### config.mk
export PLATFORM = sky130hd
export DESIGN_NAME = fetch_pc_stage
export DESIGN_NICKNAME = d
export VERILOG_FILES = /design/src/rtl/fetch_pc_stage.sv
export SDC_FILE = /design/constraint.sdc
export NUM_CORES = 1
export LEC_CHECK = 0
export CORE_MARGIN = 8
export CORE_UTILIZATION = 30
export CTS_BUF_LIST = sky130_fd_sc_hd__clkbuf_2 sky130_fd_sc_hd__clkbuf_4 sky130_fd_sc_hd__clkbuf_8
export DETAILED_ROUTE_END_ITERATION = 10
export PLACE_DENSITY_LB_ADDON = 0.05
export SYNTH_ARGS = -nofsm -noshare
export SYNTH_HDL_FRONTEND = slang
export SYNTH_SLANG_ARGS = --single-unit
### constraint.sdc
create_clock -name clk -period 2.64 [get_ports clk]
set_clock_uncertainty 0.2 [all_clocks]
set_input_delay 0.66 -clock clk [delete_from_list [all_inputs] [get_ports clk]]
set_output_delay 0.66 -clock clk [all_outputs]
set_load 0.05 [all_outputs]
### src/rtl/fetch_pc_stage.sv
// +--------------------------------------------------------------------------+
// | fetch_pc_stage                                                           |
// | PC register, next-PC candidate generation, redirect hold and IF/ID reg.  |
// | Revision: 1.0                                                            |
// +--------------------------------------------------------------------------+
`default_nettype none

module fetch_pc_stage #(
  parameter int unsigned        WIDTH    = 64,
  parameter int unsigned        INSTR_W  = 32,
  parameter logic [WIDTH-1:0]   RESET_PC = '0
) (
  input  logic                    clk,
  input  logic                    reset,
  input  logic                    stall,
  input  logic                    flush,
  input  logic                    br_taken,
  input  logic [WIDTH-1:0]        br_target,
  input  logic [INSTR_W-1:0]      instr_in,
  input  logic [WIDTH-1:0]        next_pc,
  output logic [WIDTH-1:0]        pc,
  output logic [1:0][WIDTH-1:0]   pc_cand,
  output logic                    pc_sel,
  output logic [WIDTH-1:0]        ifid_pc,
  output logic [INSTR_W-1:0]      ifid_instr,
  output logic                    ifid_valid
);

  localparam logic [WIDTH-1:0] PC_STEP = WIDTH'(4);

  typedef enum logic [0:0] {
    RUN  = 1'b0,
    HELD = 1'b1
  } state_t;

  state_t           state;
  logic             pending;
  logic [WIDTH-1:0] pend_target;

  assign pending = (state == HELD);

  // A live redirect always beats a held one, so the newest target wins.
  assign pc_cand[0] = pc + PC_STEP;
  assign pc_cand[1] = br_taken ? br_target : pend_target;
  assign pc_sel     = br_taken | pending;

  // Redirect-hold FSM: remembers a redirect raised while the PC is frozen.
  always_ff @(posedge clk) begin
    if (reset) begin
      state       <= RUN;
      pend_target <= '0;
    end else begin
      case (state)
        RUN: begin
          if (stall && br_taken) begin
            state       <= HELD;
            pend_target <= br_target;
          end
        end
        HELD: begin
          if (stall) begin
            if (br_taken) begin
              pend_target <= br_target;
            end
          end else begin
            state <= RUN;
          end
        end
        default: state <= RUN;
      endcase
    end
  end

  always_ff @(posedge clk) begin
    if (reset) begin
      pc <= RESET_PC;
    end else if (!stall) begin
      pc <= next_pc;
    end
  end

  // The delay-slot instruction is captured on a redirect; only flush kills it.
  always_ff @(posedge clk) begin
    if (reset) begin
      ifid_pc    <= '0;
      ifid_instr <= '0;
      ifid_valid <= 1'b0;
    end else if (!stall) begin
      ifid_pc    <= pc;
      ifid_instr <= instr_in;
      ifid_valid <= !flush;
    end else if (flush) begin
      ifid_valid <= 1'b0;
    end
  end

endmodule

`default_nettype wire

==> impl_metrics.py, run 1 <==
metrics = {
    "status": {
        "outcome": "complete, but fails checks",
        "failed_checks": "negative setup slack",
    },
    "synthesis": {
        "synth_mux_area_share_pct": 23.4,
        "synthFlopType": "dfxtp_1",
        "ys_top_cells_by_area": "dfxtp_1 46%, mux2i_1 16%, mux2_2 7.3%, nor2_1 6.6%, nand2_1 5.7%",
        "netlist_area_sq_um": 9940,
        "synth-xor-area-share_pct": 5.29,
        "synth_most_common_cell": "dfxtp_1",
        "synthAdderAreaFrac_pct": 0.126,
        "yosys.cell_types.count": 30,
        "yosys_warnings": 0,
        "synth_seq_cells": 226,
        "synth_edf_count": 0,
        "synth_common_cells": "226 x dfxtp_1, 176 x nor2_1, 160 x mux2i_1",
        "async_flop_share_pct": 0,
        "synth_top_area_cell": "dfxtp_1",
        "post_synth_and_or_nand_nor_area_fraction_pct": 19.0,
        "yosysSeqAreaShare_pct": 45.5,
        "syn_nets": 1255,
        "avgSynthCellArea_sq_um": 9.12,
        "synth_top_family_by_area": "multiplexers",
        "synth-compound-area-share_pct": 3.30,
        "synthCells": 1089,
        "synth_top_area_share_pct": 45.5,
    },
    "power": {
        "p_comb_share_pct": 26.3,
        "clkPwrFrac_pct": 37.8,
        "seq_power_share_pct": 35.9,
        "p_leak_nw": 8.71,
        "p_sw_share_pct": 31.6,
        "peakVddDrop_mv": 0.374,
        "p_int_w": 0.00701,
        "power.total_w": 0.0102,
        "p_sw_w": 0.00324,
        "power_density_nw_per_um2": 536,
    },
    "grt": {
        "grt_pass1_wl_mm": 61.9,
        "gr-usage-all-layers_pct": 20.4,
        "antenna_found_initial": 5,
        "grt_max_degree": 57,
        "grt-ovfl-total": 0,
        "grt_pass1_vias": 10100,
    },
    "timing": {
        "layout_setup_ws_ns": -0.877,
        "slew_headroom_pct": 59.5,
        "finalCritPeriodShare_pct": 133,
        "rsz0062_at_grt": "true",
        "finalHoldViolCount": 0,
        "period_needed_ns": 3.52,
        "slew_viol_final": 0,
        "fmax_mhz": 284,
        "worst_pin_slew_ns": 0.607,
        "setup_viol": 56,
        "fin_tns_setup_ns": -35.15,
    },
    "detailed_routing": {
        "wl_per_cell_microns": 19.5,
        "ant_nets": 0,
        "drt_wl_total_mm": 42.1,
        "vias": 9969,
        "vias_per_cell": 4.62,
        "drc": 0,
        "drt_iter0_drc": 339,
        "firstDrtPassIters": 4,
    },
    "worst_setup_path": {
        "critPathTopFamily": "simple AND/OR/NAND/NOR gates",
        "rrSetupSlack_ns": 1.43,
        "crit_top_cell": "buf_12",
        "arrival_ns": 2.66,
        "worstReg2RegStart": "pc[19]",
        "crit_fanout": 5,
        "crit_type": "reg -> out",
        "path_cells": "nand4_4 -> or4_4 -> nor4_4 -> buf_6 -> buf_12 -> nor4b_4 -> xor2_4 -> buf_12",
        "cp_slowest_cell": "or4_4",
        "crit_buf_inv": 3,
        "crit_path_max_incr_delay_ns": 0.55,
        "crit_required_ns": 1.78,
        "cp-end-kind": "primary output",
        "cp-start-kind": "flip-flop",
        "reg2reg_to": "pc[19]",
        "reg2regPathDepth": 4,
    },
    "floorplanning": {
        "rows": 66,
        "core_sq_um": 32600,
        "die_h_microns": 198,
        "die_w_microns": 198,
        "dieArea_sq_um": 39200,
        "io_pins": 455,
        "start_util_pct": 30.5,
    },
    "job": {
        "drv_cap": 0,
    },
    "cells_and_area": {
        "area_delta_synth_final_pct": 92.6,
        "drive_gt1_share_pct": 37.0,
        "final_util_pct": 58.7,
        "layout.nets": 1847,
    },
    "clock_network": {
        "cts.path.max_buffers": 3,
        "cts_tree": "built",
        "cts_root_buf": "clkbuf_8",
        "htreeDepth": 2,
        "cts_made_buffers": 44,
        "clock-sinks": 226,
        "clk_latency_ns": 0.54,
        "postCtsHoldBufs": 0,
        "clk_pin_slew_worst_paths_ns": 0.06,
    },
    "min_path": {
        "hold_class": "reg -> reg",
        "hold_start": "ifid_valid",
        "holdPathEnd": "ifid_valid",
        "hold_path_depth": 2,
    },
    "placed_design": {
        "dp_hpwl_mm": 32.0,
        "io_buffers": 454,
        "gp_congestion": 0.781,
    },
}
[area by class of cell]
class	instances	area, sq um
timing repair buffer	623	6440
antenna	2	5.00
tap	442	553
clock buffer	73	936
clock inverter	7	62.6
sequential	226	4670
multi-input combinational	778	6440
inverter	8	30.0
fill	2868	13500
[power groups by stage]
stage / Clock, W / Combinational, W / Sequential [W]
finish: 0.00387 / 0.00270 / 0.00368
global route: 0.00417 / 0.00282 / 0.00369
CTS: 0.00402 / 0.00272 / 0.00367
detailed placement: 0 / 0.00274 / 0.00374
global placement: 0 / 0.00273 / 0.00374
floorplan: 0 / 0.00107 / 0.00423
[sequential cells by signal, indices dropped and copies added, names as in the netlist]
signal       count
pending          1
ifid_instr      32
ifid_valid       1
pend_target     64
ifid_pc         64
pc              64
[kinds of logic (layout without fill, tap and decap cells)]
family                   after synthesis  after routing
adder cells (fa/ha/maj)                1              1
XOR/XNOR                              60             60
other                                  0              2
flip-flops                           226            226
AND/OR/NAND/NOR                      428            428
AO/OA/AOI/OAI                         65             65
buffers and inverters                 85            711
multiplexers                         224            224
[worst reg2reg max path: stages, from the launching register on]
cell	delay, ns
dfxtp_4	0.33
buf_4	0.13
buf_4	0.17
mux2i_1	0.16
nor2_1	0.08
[worst max path at each step]
stage,startpoint,end,slack (ns),cells after the start
final,pc[12],pc_cand[62],-0.88,8
after global routing,pc[12],pc_cand[62],-0.97,8
after detailed placement,pc[2],pc_cand[34],-0.33,9
after global placement,pc[12],pc_cand[34],-0.33,8
after floorplan,pc[9],pc_cand[46],-0.53,7
after CTS,pc[12],pc_cand[56],-0.91,10
[timing repair]
item	4_1_cts	5_1_grt
pin swaps	47	22
resized for setup	122	35
endpoints found under the setup margin	112	75
buffers inserted	12	13
gates cloned	2	0
[per-layer routing]
metal	routed length [microns]	global-route usage [%]	up-vias
li1	-	-	4877
met2	20200	34.4	340
met4	1480	7.55	6
met1	16500	23.4	4661
met3	3860	7.35	85
met5	41	0	-
[layout by cell type, fill, tap and decap left out, drive strengths merged, types with 29 or more instances in the layout]
master	count
a21oi	64
buf	317
clkbuf	74
clkdlybuf4s50	234
dfxtp	226
dlygate4sd2	54
mux2	64
mux2i	160
nand2	152
nand3	29
nor2	176
xnor2	46
[through the flow]
stage,instance area (sq um),cells,hold WS [ns],worst slack [ns]
CTS,19000,2148,0.253,-0.914
global route,19100,2159,0.270,-0.971
finish,19100,2159,0.244,-0.877
floorplan,11200,1089,0.234,-0.532
detailed placement,17600,2055,0.240,-0.334
global placement,17600,2055,0.239,-0.330
No activity file was read; power rests on OpenSTA's default activity.
==> run 2, diff against run 1 <==
--- a/config.mk
+++ b/config.mk
@@ -5,6 +5,7 @@
 export SDC_FILE = /design/constraint.sdc
 export NUM_CORES = 1
 export LEC_CHECK = 0
+export ABC_AREA = 1
 export CORE_MARGIN = 8
 export CORE_UTILIZATION = 30
 export CTS_BUF_LIST = sky130_fd_sc_hd__clkbuf_2 sky130_fd_sc_hd__clkbuf_4 sky130_fd_sc_hd__clkbuf_8
==> impl_metrics.py, run 2 <==
metrics = {
    "status": {
        "outcome": "complete, but fails checks",
        "failed_checks": "negative setup slack",
    },
    "detailed_routing": {
        "vias": 12600,
        "drc": 0,
        "firstDrtPassIters": 5,
        "wl_per_cell_microns": 19.0,
        "ant_nets": 0,
        "vias_per_cell": 4.73,
        "drt_wl_total_mm": 50.7,
        "drt_iter0_drc": 571,
    },
    "clock_network": {
        "htreeDepth": 2,
        "cts_tree": "built",
        "clk_latency_ns": 0.60,
        "postCtsHoldBufs": 0,
        "cts_root_buf": "clkbuf_8",
        "clk_pin_slew_worst_paths_ns": 0.06,
        "clock-sinks": 226,
        "cts_made_buffers": 44,
        "cts.path.max_buffers": 3,
    },
    "cells_and_area": {
        "diodes": 0,
        "ff_latch_area_sq_um": 4650,
        "multi_input_area_sq_um": 6850,
        "layout_commonest_cell": "nand2_1",
        "final_util_pct": 56.0,
        "layout_common_cells": "586 x nand2_1, 169 x dfxtp_1, 169 x clkdlybuf4s50_1",
        "top_regs": "ifid_pc x64, pc x64, pend_target x64",
        "layout.nets": 2341,
        "area_delta_synth_final_pct": 85.9,
        "fill_cells": 3492,
        "drive_gt1_share_pct": 29.0,
        "final_cell_area_sq_um": 20300,
    },
    "placed_design": {
        "dp_hpwl_mm": 38.0,
        "gp_congestion": 0.904,
        "postPlaceCellArea_sq_um": 18200,
        "io_buffers": 454,
    },
    "grt": {
        "grt_pass1_wl_mm": 74.3,
        "gr-usage-all-layers_pct": 22.7,
        "antenna_found_initial": 4,
        "grt_pass1_vias": 12500,
        "grt-ovfl-total": 0,
        "grt_max_degree": 92,
    },
    "synthesis": {
        "synth_top_area_share_pct": 41.4,
        "async_flop_share_pct": 0,
        "synth_mux_area_share_pct": 0,
        "yosys.cell_types.count": 28,
        "synth_edf_count": 0,
        "netlist_area_sq_um": 10900,
        "synth_common_cells": "655 x nand2_1, 226 x dfxtp_1, 168 x a21oi_1, 168 x nor2_1, 104 x inv_1",
        "synth_top_family_by_area": "simple AND/OR/NAND/NOR gates",
        "ys_top_cells_by_area": "dfxtp_1 41%, nand2_1 23%, a21oi_1 7.7%, nor2_1 5.8%, o211ai_1 4.4%",
        "synth-xor-area-share_pct": 2.49,
        "synthFlopType": "dfxtp_1",
        "synth_top_area_cell": "dfxtp_1",
        "yosysSeqAreaShare_pct": 41.4,
        "synth_seq_cells": 226,
        "yosys_warnings": 0,
        "post_synth_and_or_nand_nor_area_fraction_pct": 31.9,
        "synthCells": 1642,
        "syn_nets": 1808,
        "avgSynthCellArea_sq_um": 6.65,
        "synth_most_common_cell": "nand2_1",
        "synth-compound-area-share_pct": 16.7,
        "synthAdderAreaFrac_pct": 0.115,
    },
    "timing": {
        "fmax_mhz": 318,
        "period_needed_ns": 3.15,
        "rsz0062_at_grt": "true",
        "timing.hold.ws_ns": 0.258,
        "layout_setup_ws_ns": -0.506,
        "slew_viol_final": 0,
        "finalHoldViolCount": 0,
        "finalCritPeriodShare_pct": 119,
        "slew_headroom_pct": 50.8,
        "worst_pin_slew_ns": 0.738,
        "setup_viol": 59,
    },
    "worst_setup_path": {
        "crit_top_cell": "buf_6",
        "cp-start-kind": "flip-flop",
        "crit_fanout": 5,
        "cp_slowest_cell": "dfxtp_4",
        "rrSetupSlack_ns": 1.10,
        "crit_path_max_incr_delay_ns": 0.36,
        "cp-end-kind": "primary output",
        "arrival_ns": 2.29,
        "critPathTopFamily": "simple AND/OR/NAND/NOR gates",
        "crit_type": "reg -> out",
        "crit_required_ns": 1.78,
        "crit_buf_inv": 4,
        "path_cells": "buf_6 -> nand2_4 -> buf_6 -> nor2_4 -> nand2_4 -> nor2_8 -> buf_6 -> nand3_2 -> nand2_2 -> nand2_2 -> buf_12",
    },
    "floorplanning": {
        "io_pins": 455,
        "dieArea_sq_um": 42800,
        "die_w_microns": 207,
        "start_util_pct": 30.1,
        "core_sq_um": 36300,
        "die_h_microns": 207,
        "rows": 70,
    },
    "power": {
        "p_leak_nw": 9.12,
        "peakVddDrop_mv": 0.375,
        "power_density_nw_per_um2": 513,
    },
    "job": {
        "drv_cap": 0,
    },
    "min_path": {
        "hold_class": "reg -> reg",
    },
}
-- run 2: cell count changes in the layout (fill, tap and decap cells not counted), moves of 64 or more --
| cell | delta |
|---|---|
| nand2_1 | +446 |
| inv_1 | +92 |
| mux2_2 | -64 |
| mux2i_1 | -160 |
| clkdlybuf4s50_1 | -65 |
| o211ai_1 | +64 |
| buf_12 | +66 |
| a21oi_1 | +104 |
| buf_4 | -92 |
-- run 2: per-layer routing --
layer  share of wire [%]  GRT usage (%)  up-vias
met4                 3.0           7.48        8
met3                 9.5           9.02       88
met1                  39           26.2     5836
met2                  48           38.1      373
li1                    -              -     6340
met5               0.095              0        -
-- run 2: per-stage QoR --
step                instances  setup TNS [ns]  worst slack [ns]  power (W)
CTS                      2664          -25.01            -0.556     0.0105
detailed placement       2570          -0.125           -0.0822    0.00663
finish                   2676          -21.88            -0.506     0.0104
global route             2676          -28.49            -0.612     0.0109
global placement         2570         -0.0479           -0.0428    0.00662
floorplan                1642          -0.361           -0.0609    0.00524
-- run 2: final cells by class --
type | instances | share of cell area (%)
clock inverter | 6 | 0.314
sequential | 226 | 22.9
timing repair buffer | 583 | 33.6
multi-input combinational | 1212 | 33.7
clock buffer | 73 | 4.48
inverter | 108 | 2.13
tap | 468 | 2.88
-- run 2: path summary, 6_finish.rpt --
path / from / end / depth (start not counted)
worst max register to register: pending / pend_target[13] / 3
worst min-delay path: ifid_instr[31] / ifid_instr[31] / 2
worst max-delay path: pc[3] / pc_cand[49] / 11
worst min register to register: ifid_instr[31] / ifid_instr[31] / 2
-- run 2: worst reg2reg max path: cells and delay by family (launching register included) --
kind	cells	cell delay, ns
compound gates	2	0.39
buf+inv	1	0.59
flops	1	0.32
-- run 2: timing repair --
item                       4_1_cts  5_1_grt
setup endpoints to repair      174       73
gates resized for setup        269      141
buffers inserted                15       16
pin swaps                       65       54
hold endpoints to repair         0        0
-- run 2: power by group --
group / internal (W) / switching, W
Sequential: 0.00357 / 0.000132
Clock: 0.00227 / 0.00160
Combinational: 0.00111 / 0.00173
-- run 2: cell families after synthesis --
logic type | after synthesis
compound gates | 304
flops | 226
simple gates | 876
xor+xnor | 31
buf+inv | 204
fa+ha+maj | 1
